File: src/rtl/wght_seq_ctrl.sv
// Weight RAM sequencer: loads K*K*L words as one contiguous burst, waits for
// write-complete, then replays the L kernel-bank reads once per pass.
module wght_seq_ctrl #(
   parameter int W      = 8,
   parameter int K      = 5,
   parameter int L      = 6,
   parameter int RD_LAT = 2,
   parameter int TMO    = 256
) (
   input  logic                 clk,
   input  logic                 rst,
   input  logic                 cfg_go,
   input  logic [7:0]           cfg_npass,
   input  logic                 src_valid,
   input  logic [W-1:0]         src_data,
   output logic                 src_ready,
   output logic                 ram_we,
   output logic [W-1:0]         ram_data,
   input  logic                 ram_write_complete,
   output logic                 ram_start,
   input  logic                 conv_ready,
   output logic                 bank_valid,
   output logic [$clog2(L)-1:0] bank_idx,
   output logic                 busy,
   output logic                 done,
   output logic                 err_underrun,
   output logic                 err_timeout
);

   localparam int NB = K*K*L;
   localparam int BW = $clog2(NB+1);
   localparam int TW = $clog2(TMO+1);
   localparam int RW = $clog2(RD_LAT+L+1);
   localparam int IW = $clog2(L);

   localparam logic [2:0] S_IDLE   = 3'd0;
   localparam logic [2:0] S_LOAD   = 3'd1;
   localparam logic [2:0] S_WAIT   = 3'd2;
   localparam logic [2:0] S_ARM    = 3'd3;
   localparam logic [2:0] S_READ   = 3'd4;
   localparam logic [2:0] S_FINISH = 3'd5;

   // Reset asserts asynchronously but releases only after two clk edges.
   logic [1:0] rsync_q, rsync_d;
   logic       rst_n_i;

   always_comb rsync_d = {rsync_q[0], 1'b1};

   always_ff @(posedge clk or negedge rst) begin
      if (!rst) rsync_q <= 2'b00;
      else      rsync_q <= rsync_d;
   end

   assign rst_n_i = rsync_q[1];

   logic [2:0]    state_q, state_d;
   logic [BW-1:0] beat_q, beat_d;
   logic [TW-1:0] tmo_q, tmo_d;
   logic [RW-1:0] rd_q, rd_d;
   logic [7:0]    pass_q, pass_d;
   logic [7:0]    npass_q, npass_d;
   logic          we_q, we_d;
   logic [W-1:0]  data_q, data_d;
   logic          eu_q, eu_d;
   logic          et_q, et_d;

   always_comb begin
      state_d = state_q;
      beat_d  = beat_q;
      tmo_d   = tmo_q;
      rd_d    = rd_q;
      pass_d  = pass_q;
      npass_d = npass_q;
      we_d    = 1'b0;
      data_d  = data_q;
      eu_d    = eu_q;
      et_d    = et_q;
      case (state_q)
         S_IDLE: begin
            if (cfg_go) begin
               npass_d = (cfg_npass == 8'd0) ? 8'd1 : cfg_npass;
               eu_d    = 1'b0;
               et_d    = 1'b0;
               beat_d  = '0;
               pass_d  = '0;
               state_d = S_LOAD;
            end
         end
         S_LOAD: begin
            if (src_valid) begin
               we_d   = 1'b1;
               data_d = src_data;
               if (beat_q == BW'(NB-1)) begin
                  beat_d  = '0;
                  tmo_d   = '0;
                  state_d = S_WAIT;
               end else begin
                  beat_d = beat_q + 1'b1;
               end
            end else if (beat_q != '0) begin
               // The RAM address already moved on; only a fresh burst is safe.
               eu_d   = 1'b1;
               beat_d = '0;
            end
         end
         S_WAIT: begin
            if (ram_write_complete) begin
               state_d = S_ARM;
            end else if (tmo_q == TW'(TMO-1)) begin
               et_d    = 1'b1;
               state_d = S_FINISH;
            end else begin
               tmo_d = tmo_q + 1'b1;
            end
         end
         S_ARM: begin
            rd_d = '0;
            if (conv_ready) state_d = S_READ;
         end
         S_READ: begin
            if (rd_q == RW'(RD_LAT+L-1)) begin
               rd_d   = '0;
               pass_d = pass_q + 1'b1;
               if (pass_q == npass_q - 8'd1) state_d = S_FINISH;
               else                          state_d = S_ARM;
            end else begin
               rd_d = rd_q + 1'b1;
            end
         end
         S_FINISH: state_d = S_IDLE;
         default:  state_d = S_IDLE;
      endcase
   end

   always_ff @(posedge clk or negedge rst_n_i) begin
      if (!rst_n_i) begin
         state_q <= S_IDLE;
         beat_q  <= '0;
         tmo_q   <= '0;
         rd_q    <= '0;
         pass_q  <= '0;
         npass_q <= '0;
         we_q    <= 1'b0;
         data_q  <= '0;
         eu_q    <= 1'b0;
         et_q    <= 1'b0;
      end else begin
         state_q <= state_d;
         beat_q  <= beat_d;
         tmo_q   <= tmo_d;
         rd_q    <= rd_d;
         pass_q  <= pass_d;
         npass_q <= npass_d;
         we_q    <= we_d;
         data_q  <= data_d;
         eu_q    <= eu_d;
         et_q    <= et_d;
      end
   end

   logic [RW-1:0] rd_off;

   assign rd_off       = rd_q - RW'(RD_LAT);
   assign src_ready    = (state_q == S_LOAD);
   assign ram_we       = we_q;
   assign ram_data     = data_q;
   assign ram_start    = (state_q == S_READ);
   assign bank_valid   = (state_q == S_READ) && (rd_q >= RW'(RD_LAT));
   assign bank_idx     = bank_valid ? rd_off[IW-1:0] : '0;
   assign busy         = (state_q != S_IDLE);
   assign done         = (state_q == S_FINISH);
   assign err_underrun = eu_q;
   assign err_timeout  = et_q;

endmodule

File: config.mk
export PLATFORM = sky130hd
export DESIGN_NAME = wght_seq_ctrl
export DESIGN_NICKNAME = d
export VERILOG_FILES = /design/src/rtl/wght_seq_ctrl.sv
export SDC_FILE = /design/constraint.sdc
export NUM_CORES = 1
export LEC_CHECK = 0
export CAP_MARGIN = 25
export CELL_PAD_IN_SITES_DETAIL_PLACEMENT = 1
export CELL_PAD_IN_SITES_GLOBAL_PLACEMENT = 1
export CORE_MARGIN = 2
export CORE_UTILIZATION = 45
export DETAILED_ROUTE_END_ITERATION = 10
export GPL_TIMING_DRIVEN = 0
export PLACE_DENSITY = 0.86
export SLEW_MARGIN = 10
export SYNTH_ARGS = -nofsm -noshare
export SYNTH_HDL_FRONTEND = slang
export SYNTH_SLANG_ARGS = --single-unit
File: constraint.sdc
create_clock -name clk -period 3.2 [get_ports clk]
set_clock_uncertainty 0.1 [all_clocks]
set_input_delay 0.96 -clock clk [delete_from_list [all_inputs] [get_ports clk]]
set_output_delay 0.96 -clock clk [all_outputs]
set_load 0.01 [all_outputs]
After elaboration in Yosys (flattened, before gate mapping)
Cells that the tools add are included.
{"block": "word_totals", "register_bits": 53, "input_bits": 22, "out_inout_bits": 19, "elab_cells": 91}
{"block": "op_classes", "add_sub_neg": 6, "magnitude_cmp": 1, "n_eq_ne": 21, "muxes": 34, "reduce_logical": 18}
{"operator": "two-way mux 8 bit", "count": 6}
{"operator": "two-way mux 9 bit", "count": 4}
{"operator": "one-hot mux 8 bit (2 select lines)", "count": 2}
{"operator": "two-way mux 3 bit", "count": 9}
{"operator": "one-hot mux 9 bit (2 select lines)", "count": 1}
{"operator": "adder 8 x 1 -> 8 bit, second input constant", "count": 2}
{"operator": "one-hot mux 3 bit (5 select lines)", "count": 1}
{"operator": "inequality test 2 bit, second input constant", "count": 7}
{"operator": "nonzero test 2 bit", "count": 5}
{"operator": "adder 9 x 1 -> 9 bit, second input constant", "count": 1}
{"operator": "equality test 9 x 8 -> 1 bit, second input constant", "count": 1}
{"operator": "equality test 8 bit", "count": 1}
{"operator": "equality test 8 bit, second input constant", "count": 1}
{"operator": "zero test 8 bit", "count": 1}
{"operator": "one-hot mux 4 bit (2 select lines)", "count": 1}
{"operator": "AND reduction 4 bit", "count": 2}
{"operator": "nonzero test 8 bit", "count": 1}
{"operator": "subtractor 8 x 1 -> 8 bit, second input constant", "count": 1}
{"operator": "two-way mux 1 bit", "count": 7}
{"operator": "equality test 3 x 2 -> 1 bit, second input constant", "count": 2}
{"operator": "equality test 3 bit, second input constant", "count": 2}
{"operator": "inequality test 2 x 1 -> 1 bit, second input constant", "count": 3}
{"operator": "AND reduction 3 bit", "count": 2}
{"operator": "AND reduction 6 bit", "count": 1}
{"operator": "other kinds (14)", "count": 16}

Longest topological paths before layout
Gate-level depths: netlist of the first run.
{"block": "logic_depth", "depth_word": 5, "ltp_mapped": 11, "mapped_depth_nobuf": 10}

Worst setup path after synthesis of the first run
Ideal clock, no wire load.
{"block": "synth_path", "path_kind": "flip-flop to flip-flop", "start": "register, netlist name tmo_q[0]", "end": "register pass_q[5]", "setup_ps": 78, "arrival_ps": 2412, "required_ps": 3022, "setup_slack_ps": 611, "path_stages_with_launch": 11, "path_buffers": 0, "synth_period_minus_slack_ps": 2589, "cell_sequence": "dfrtp_1 > ha_1 > and3_1 > and3_1 > and3_1 > ha_1 > nor2_1 > a22oi_2 > o2111ai_4 > or4_1 > a21oi_1"}
{"item": "end signal: assignment", "line": "152", "source": "pass_q <= pass_d;"}
{"item": "end: declaration", "line": "60", "source": "logic [7:0] pass_q, pass_d;"}

Worst setup path after layout of the first run
{"block": "layout_path", "start": "register state_q[0]", "end": "output port bank_valid"}
{"block": "layout_between", "elab_chain_cells": 2}
{"item": "start: declaration", "line": "56", "source": "logic [2:0] state_q, state_d;"}
{"item": "start signal: assignment", "line": "148", "source": "state_q <= state_d;"}
{"item": "equality test 3 bit", "line": "168", "source": "assign bank_valid = (state_q == S_READ) && (rd_q >= RW'(RD_LAT));"}
{"item": "logical AND 1 bit", "line": "168"}
{"item": "end: declaration", "line": "22", "source": "output logic bank_valid,"}
No other way between the ends.

==> flow_summary.json, run 1 <==
{
  "critical_path_class": "reg -> out",
  "area_growth_pct": 22.2,
  "post_cts_buffers": 0,
  "n_antenna_cell": 0,
  "dp_cells": 424,
  "synthCells": 306,
  "cts_inserted_buffers": 5,
  "powerDensity_nw_per_um2": 734,
  "async_flop_share": 1.00,
  "grt_max_degree": 28,
  "maxCapViolCount": 0,
  "seq_area_sq_um": 1330,
  "endpoint": "bank_valid",
  "start_util": 0.458,
  "ir_drop_v": 0.000310,
  "synth.area.top_cells": "dfrtp_1 46%, nand2_1 7.1%, o21ai_0 6.5%, ha_1 4.4%, xnor2_1 3.1%",
  "portBuffers": 40,
  "maxSlewHeadroom": 0.521,
  "path_cells": "buf_6, or3b_4, clkinv_4, nand2b_1, inv_1, clkdlybuf4s50_1",
  "grt_pass1_wl_microns": 12700,
  "fin_cells": 432,
  "nNetsFinal": 386,
  "synth_flop_cell": "dfrtp_1",
  "cp.required_ns": 2.14,
  "grt_usage": 0.221,
  "cp.arrival_ns": 2.06,
  "dr.pass1.iters": 4,
  "routed_wl_microns": 7340,
  "hold_violations": 0,
  "finalPower_uw": 2560,
  "yosysMostFrequentCell": "nand2_1",
  "r2r_start": "tmo_q[0]",
  "wl_met2_microns": 3780,
  "setup-tns-final_ns": 0,
  "antenna_found_initial": 0,
  "yosys-top-cells-count": "54 x nand2_1, 53 x dfrtp_1, 37 x o21ai_0",
  "syn-num-nets": 338,
  "path_max_fanout": 8,
  "first_global_vias": 2624,
  "r2r_setup_slack_ns": 0.28,
  "tightestPinTransition_ns": 0.715,
  "end_kind": "output pin",
  "crit_buf_inv": 4,
  "top_layer_used": "met4",
  "core_sq_um": 6240,
  "yosysSeqAreaShare": 0.464,
  "slew_violations": 0,
  "netlist-cell-type-count": 51,
  "drive_gt1_frac": 0.0901,
  "slowest_delay_ns": 0.52,
  "dr_wl_met3_microns": 141,
  "htreeDepth": 2,
  "rr_endpoint": "pass_q[7]",
  "synth_top_area_share": 0.464,
  "rsz0062_at_grt": "false",
  "status": "finished, final reports clean",
  "clkSinkCount": 53,
  "die_w_microns": 83.7,
  "critPathSlowestCell": "clkdlybuf4s50_1",
  "synth_warnings": 0,
  "yosysTopAreaCell": "dfrtp_1",
  "place_hpwl_microns": 5390,
  "clk_pin_slew_ns": 0.10,
  "rows": 29,
  "crit_family": "buffers and inverters",
  "min_period_ns": 3.12,
  "routedWlPerCell_microns": 17.0,
  "drc_errors": 0,
  "fin_crit_sh": 0.974,
  "syn_avg_cell_area_sq_um": 9.33,
  "start_kind": "register",
  "root_buffer": "clkbuf_8",
  "gp_congestion": 0.847,
  "cts_buffer_depth": 2,
  "ys_ff_latch": 53,
  "finalSetupViolCount": 0,
  "startpoint": "state_q[0]",
  "cp.depth": 6,
  "fill_cells": 720,
  "grt_overflow_total": 0,
  "num_vias": 2438,
  "ios": 41,
  "wl_met1_microns": 3370,
  "die-height_microns": 83.7,
  "clock.fmax_mhz": 321,
  "reg2reg_depth": 11,
  "die_area_sq_um": 7000,
  "clk-insertion-delay-late_ns": 0.30,
  "multi_input_area_sq_um": 1420,
  "antenna_left": 0,
  "synth_enable_flop_cells": 0,
  "drt_iter0_drc": 56,
  "viasPerCell": 5.64,
  "hold_class": "reg -> async",
  "synth_area_sq_um": 2860,
  "p_leak_uw": 0.00158,
  "cts_tree": "yes"
}
[layout by cell type, fill, tap and decap left out, types with 2 or more instances in the layout]
cell type        count
o211ai_1             3
o21ai_0             37
mux2i_1              2
dfrtp_1             52
nand3b_1             3
dlymetal6s2s_1       3
o21ai_1              2
nand2_1             54
and3_1               8
clkbuf_8             7
clkdlybuf4s50_1     37
ha_1                 9
a21o_1               2
mux2_2               5
a31oi_1              2
nor2_1              18
nor3_1               4
nand3_1              3
clkbuf_1             3
xnor2_1             10
inv_1               15
a21oi_1             10
o31ai_1              9
nand4_1              2
nor4_1               4
or4_1                6
a211oi_1             2
or3_1                3
nor2b_1              2
a22o_1               3
nor4b_1              2
buf_2                4
xor2_1               3
nor3b_1              2
[through the flow]
stage	area, sq um	hold WS, ns	utilization	setup slack, ns
after floorplan	2860	0.231	-	0.611
after global placement	3350	0.236	0.537	0.172
after detailed placement	3370	0.194	0.541	0.113
after CTS	3480	0.202	0.558	0.0129
after global routing	3490	0.227	0.559	0.00125
final	3490	0.179	0.559	0.0819
[worst min path at each step]
stage	cells after the start	start	endpoint	slack [ns]
global placement	0	rsync_q[0]	rsync_q[1]	0.24
global route	0	rsync_q[1]	npass_q[6]	0.23
detailed placement	0	rsync_q[1]	npass_q[7]	0.19
CTS	0	rsync_q[1]	npass_q[7]	0.20
finish	0	rsync_q[1]	npass_q[6]	0.18
floorplan	0	rsync_q[0]	rsync_q[1]	0.23
[final cells by class]
class / instances / share of cell area
plain buffers: 9 / 0.0143
clock inverters: 1 / 0.00143
multi-input cells: 228 / 0.407
well taps: 77 / 0.0276
flip-flops and latches: 53 / 0.380
repair buffers: 41 / 0.123
clock buffers: 7 / 0.0276
inverters: 16 / 0.0186
[power breakdown]
| part | internal, uW | switching [uW] |
|---|---|---|
| combinational | 524 | 607 |
| sequential | 839 | 171 |
| clock | 196 | 224 |
| total | 1560 | 1000 |
[cell families after synthesis]
kind of cell,count (synthesis),share of synthesized area
compound gates,77,0.170
xor+xnor,13,0.0399
fa+ha+maj,10,0.0438
buf+inv,25,0.0390
flops,53,0.464
mux,7,0.0267
other cells,1,0.00131
simple gates,120,0.215
[layer usage]
layer / up-vias / global-route usage
met4: 0 / 0.0455
met3: 6 / 0.0366
met1: 1225 / 0.295
met2: 28 / 0.379
li1: 1179 / -
met5: - / 0
[sequential cells by signal, summed over array words and instances, names as in the netlist]
name          count
tmo_q             9
beat_q            8
err_timeout       1
ram_we            1
npass_q           8
err_underrun      1
ram_data          8
rsync_q           2
state_q           3
pass_q            8
rd_q              4
[worst register-to-register path, stage by stage (launching register included)]
cell and delay [ns]:
dfrtp_1 0.42, ha_1 0.20, and3_1 0.21, and3_1 0.22, and3_1 0.18, ha_2 0.23
nor2_1 0.08, a22oi_2 0.27, o2111ai_4 0.22, buf_2 0.24, o31ai_1 0.30, a21oi_1 0.11
[timing repair]
item	in CTS	in global routing
endpoints found under the hold margin	0	0
hold buffers	0	0
endpoints found under the setup margin	3	4
gates resized for setup	1	4
Power figures use the tool's default switching activity.
==> run 2, diff against run 1 <==
--- a/config.mk
+++ b/config.mk
@@ -13,7 +13,7 @@
 export DETAILED_ROUTE_END_ITERATION = 10
 export GPL_TIMING_DRIVEN = 0
 export PLACE_DENSITY = 0.86
-export SLEW_MARGIN = 10
+export SLEW_MARGIN = 0
 export SYNTH_ARGS = -nofsm -noshare
 export SYNTH_HDL_FRONTEND = slang
 export SYNTH_SLANG_ARGS = --single-unit
==> results of run 2 <==
No change in the layout: final DEF, timing and power equal those of run 1.
==> variant, RTL diff (flow settings as in run 1) <==
Set the parameter `W` to 9 (it was 8).
--- a/src/rtl/wght_seq_ctrl.sv
+++ b/src/rtl/wght_seq_ctrl.sv
@@ -1,7 +1,7 @@
 // Weight RAM sequencer: loads K*K*L words as one contiguous burst, waits for
 // write-complete, then replays the L kernel-bank reads once per pass.
 module wght_seq_ctrl #(
-   parameter int W      = 8,
+   parameter int W      = 9,
    parameter int K      = 5,
    parameter int L      = 6,
    parameter int RD_LAT = 2,
Ports: changed (resized ram_data and src_data); port bits go from 41 to 43. The function was not compared with the original's and may differ.
==> variant against run 1 <==
Sequential cell count grew 1; final cell count decreased by 2.8%; critical path type unchanged; worst setup slack improved by 0.080 ns; total power is 6.5% higher; critical path depth shrank 2; highest routed layer unchanged; clock power grew 9.8%; area after synthesis rose by 1.4%; sequential power up 5%; final area is 1.6% higher; wire length is 2.9% lower.
==> variant: results (changes against run 1) <==
stage;metric;value;unit;change
synthesis;Synth Net Count;325;;was 338
clock_network;Setup Fix Bufs, Post-CTS;0;;unchanged
clock_network;Worst-path clk slew;0.10;ns;about the same
cells_and_area;layout cells sized above 1;12.5;%;was 9.01%
critical_path;Slowest cell on crit path;clkdlybuf4s50_1;;unchanged
synthesis;largest cells by area after synthesis;dfrtp_1 47%, o21ai_0 6.6%, mux2_2 6.2%;;was dfrtp_1 46%, nand2_1 7.1%, o21ai_0 6.5%
routing;top routing layer used;met4;;unchanged
critical_path;CP Launch Point;state_q[0];;unchanged
synthesis;synth cell count leaders;54 x dfrtp_1, 38 x o21ai_0, 27 x nand2_1;;was 54 x nand2_1, 53 x dfrtp_1, 37 x o21ai_0
routing;met3 WL;355;um;was 141 um
worst_hold_path;HP Class;reg2async;;unchanged
synthesis;synth warn;0;;unchanged
grt;largest net degree at the start of global routing;28;;unchanged
power_and_ir_drop;Max rail drop VDD;0.000445;V;was 0.000310 V
critical_path;crit path DAT;1.98;ns;was 2.06 ns
grt;initial antenna violation count;0;;unchanged
critical_path;Worst path max stage delay;0.49;ns;was 0.52 ns
grt;GRT Resource Usage Total;21.8;%;was 22.1%
clock_network;Inserted Clock Buffers;5;;unchanged
routing;Starting DRT DRC Count;25;;was 56
routing;Via-to-Cell Ratio;5.63;;was 5.64
critical_path;worst reg2reg setup slack;0.24;ns;was 0.28 ns
placement;gpl congestion;0.760;;was 0.847
cells_and_area;ANT cells;0;;unchanged
critical_path;cells on worst reg2reg path;12;;was 11
clock_network;CTS max path bufs;2;;unchanged
synthesis;ys async rst share;100;%;unchanged
timing;Hold Vio Cnt, Final;0;;unchanged
routing;routed wl met2;3650;um;was 3780 um
critical_path;reg-to-reg endpoint;pass_q[5];;was pass_q[7]
clock_network;H-tree levels;2;;unchanged
critical_path;crit path capture;busy;;was bank_valid
synthesis;register area share after synthesis;46.6;%;was 46.4%
placement;HPWL after DPL;5320;um;was 5390 um
routing;DR WL/cell;17.0;um;about the same
clock_network;Root Driver;clkbuf_8;;unchanged
clock_network;worst skew pair latency;0.32;ns;was 0.30 ns
routing;DRT met1 WL;3060;um;was 3370 um
critical_path;r2r startpoint;tmo_q[0];;unchanged
run_status;status;complete, no violations;;unchanged
routing;DRT Pass-1 Iters;4;;unchanged
grt;first-pass GRT wire length;12400;um;was 12700 um
power_and_ir_drop;Leak;1.54;nW;was 1.58 nW
critical_path;crit-path max FO;10;;was 8
timing;worst-margin pin slew;0.788;ns;was 0.715 ns
grt;number of global-route vias before repair;2658;;was 2624
cells_and_area;number of fill cells in the layout;717;;was 720
synthesis;Yosys cell types;51;;unchanged
cells_and_area;final layout net count;375;;was 386
placement;IO buf count;42;;was 40
==> variant: how the worst min path moves through the flow <==
stage               slack (ns)          to        from
finish                    0.19    tmo_q[3]  rsync_q[1]
global route              0.25    tmo_q[3]  rsync_q[1]
CTS                       0.22    tmo_q[3]  rsync_q[1]
global placement          0.24  rsync_q[1]  rsync_q[0]
detailed placement        0.21    tmo_q[3]  rsync_q[1]
floorplan                 0.23  rsync_q[1]  rsync_q[0]
==> variant: stage by stage <==
step / worst slack [ns] / std cells / power (mW) / hold WS [ns] / area [um2]
6_report: 0.162 / 420 / 2.73 / 0.193 / 3550
5_1_grt: 0.0252 / 420 / 2.95 / 0.249 / 3550
4_1_cts: 0.0113 / 420 / 2.77 / 0.218 / 3540
3_5_place_dp: 0.104 / 412 / 2.29 / 0.213 / 3440
3_3_place_gp: 0.180 / 411 / 2.21 / 0.238 / 3410
2_1_floorplan: 0.743 / 292 / 1.83 / 0.231 / 2900
==> variant: metal layers <==
metal  vias up  global-route usage (%)
li1       1142                       -
met1      1169                    26.5
met2        44                    38.5
met3         8                    6.39
met4         0                    4.84
met5         -                       0
==> variant: cell type report <==
class	instances	area [um2]	area share, %
Timing Repair Buffer	43	439	12.4
Buffer	9	50.0	1.41
Inverter	13	53.8	1.52
Clock inverter	3	40.0	1.13
Tap cell	77	96.3	2.72
Sequential cell	54	1350	38.1
Clock buffer	5	68.8	1.94
Multi-Input combinational cell	216	1450	40.8
==> variant: where the power goes <==
group          internal [mW]  switching [mW]
Sequential             0.873           0.183
Combinational          0.597           0.612
Clock                  0.231           0.230
Total                   1.70            1.03
==> variant: cell families (layout without fill, tap and decap cells) <==
group           count (synthesis)  after routing  synth area share [%]
xor+xnor                       18             18                  5.44
simple gates                  102            102                  18.5
buf+inv                        22             73                  3.50
fa+ha+maj                      10             10                  4.32
other cells                     1              1                 0.129
mux                            18             18                  6.91
flops                          54             54                  46.6
compound gates                 67             67                  14.6
==> variant: repair_timing <==
item	in CTS	in global routing
endpoints found under the setup margin	4	1
hold buffers	0	0
resized for setup	4	1
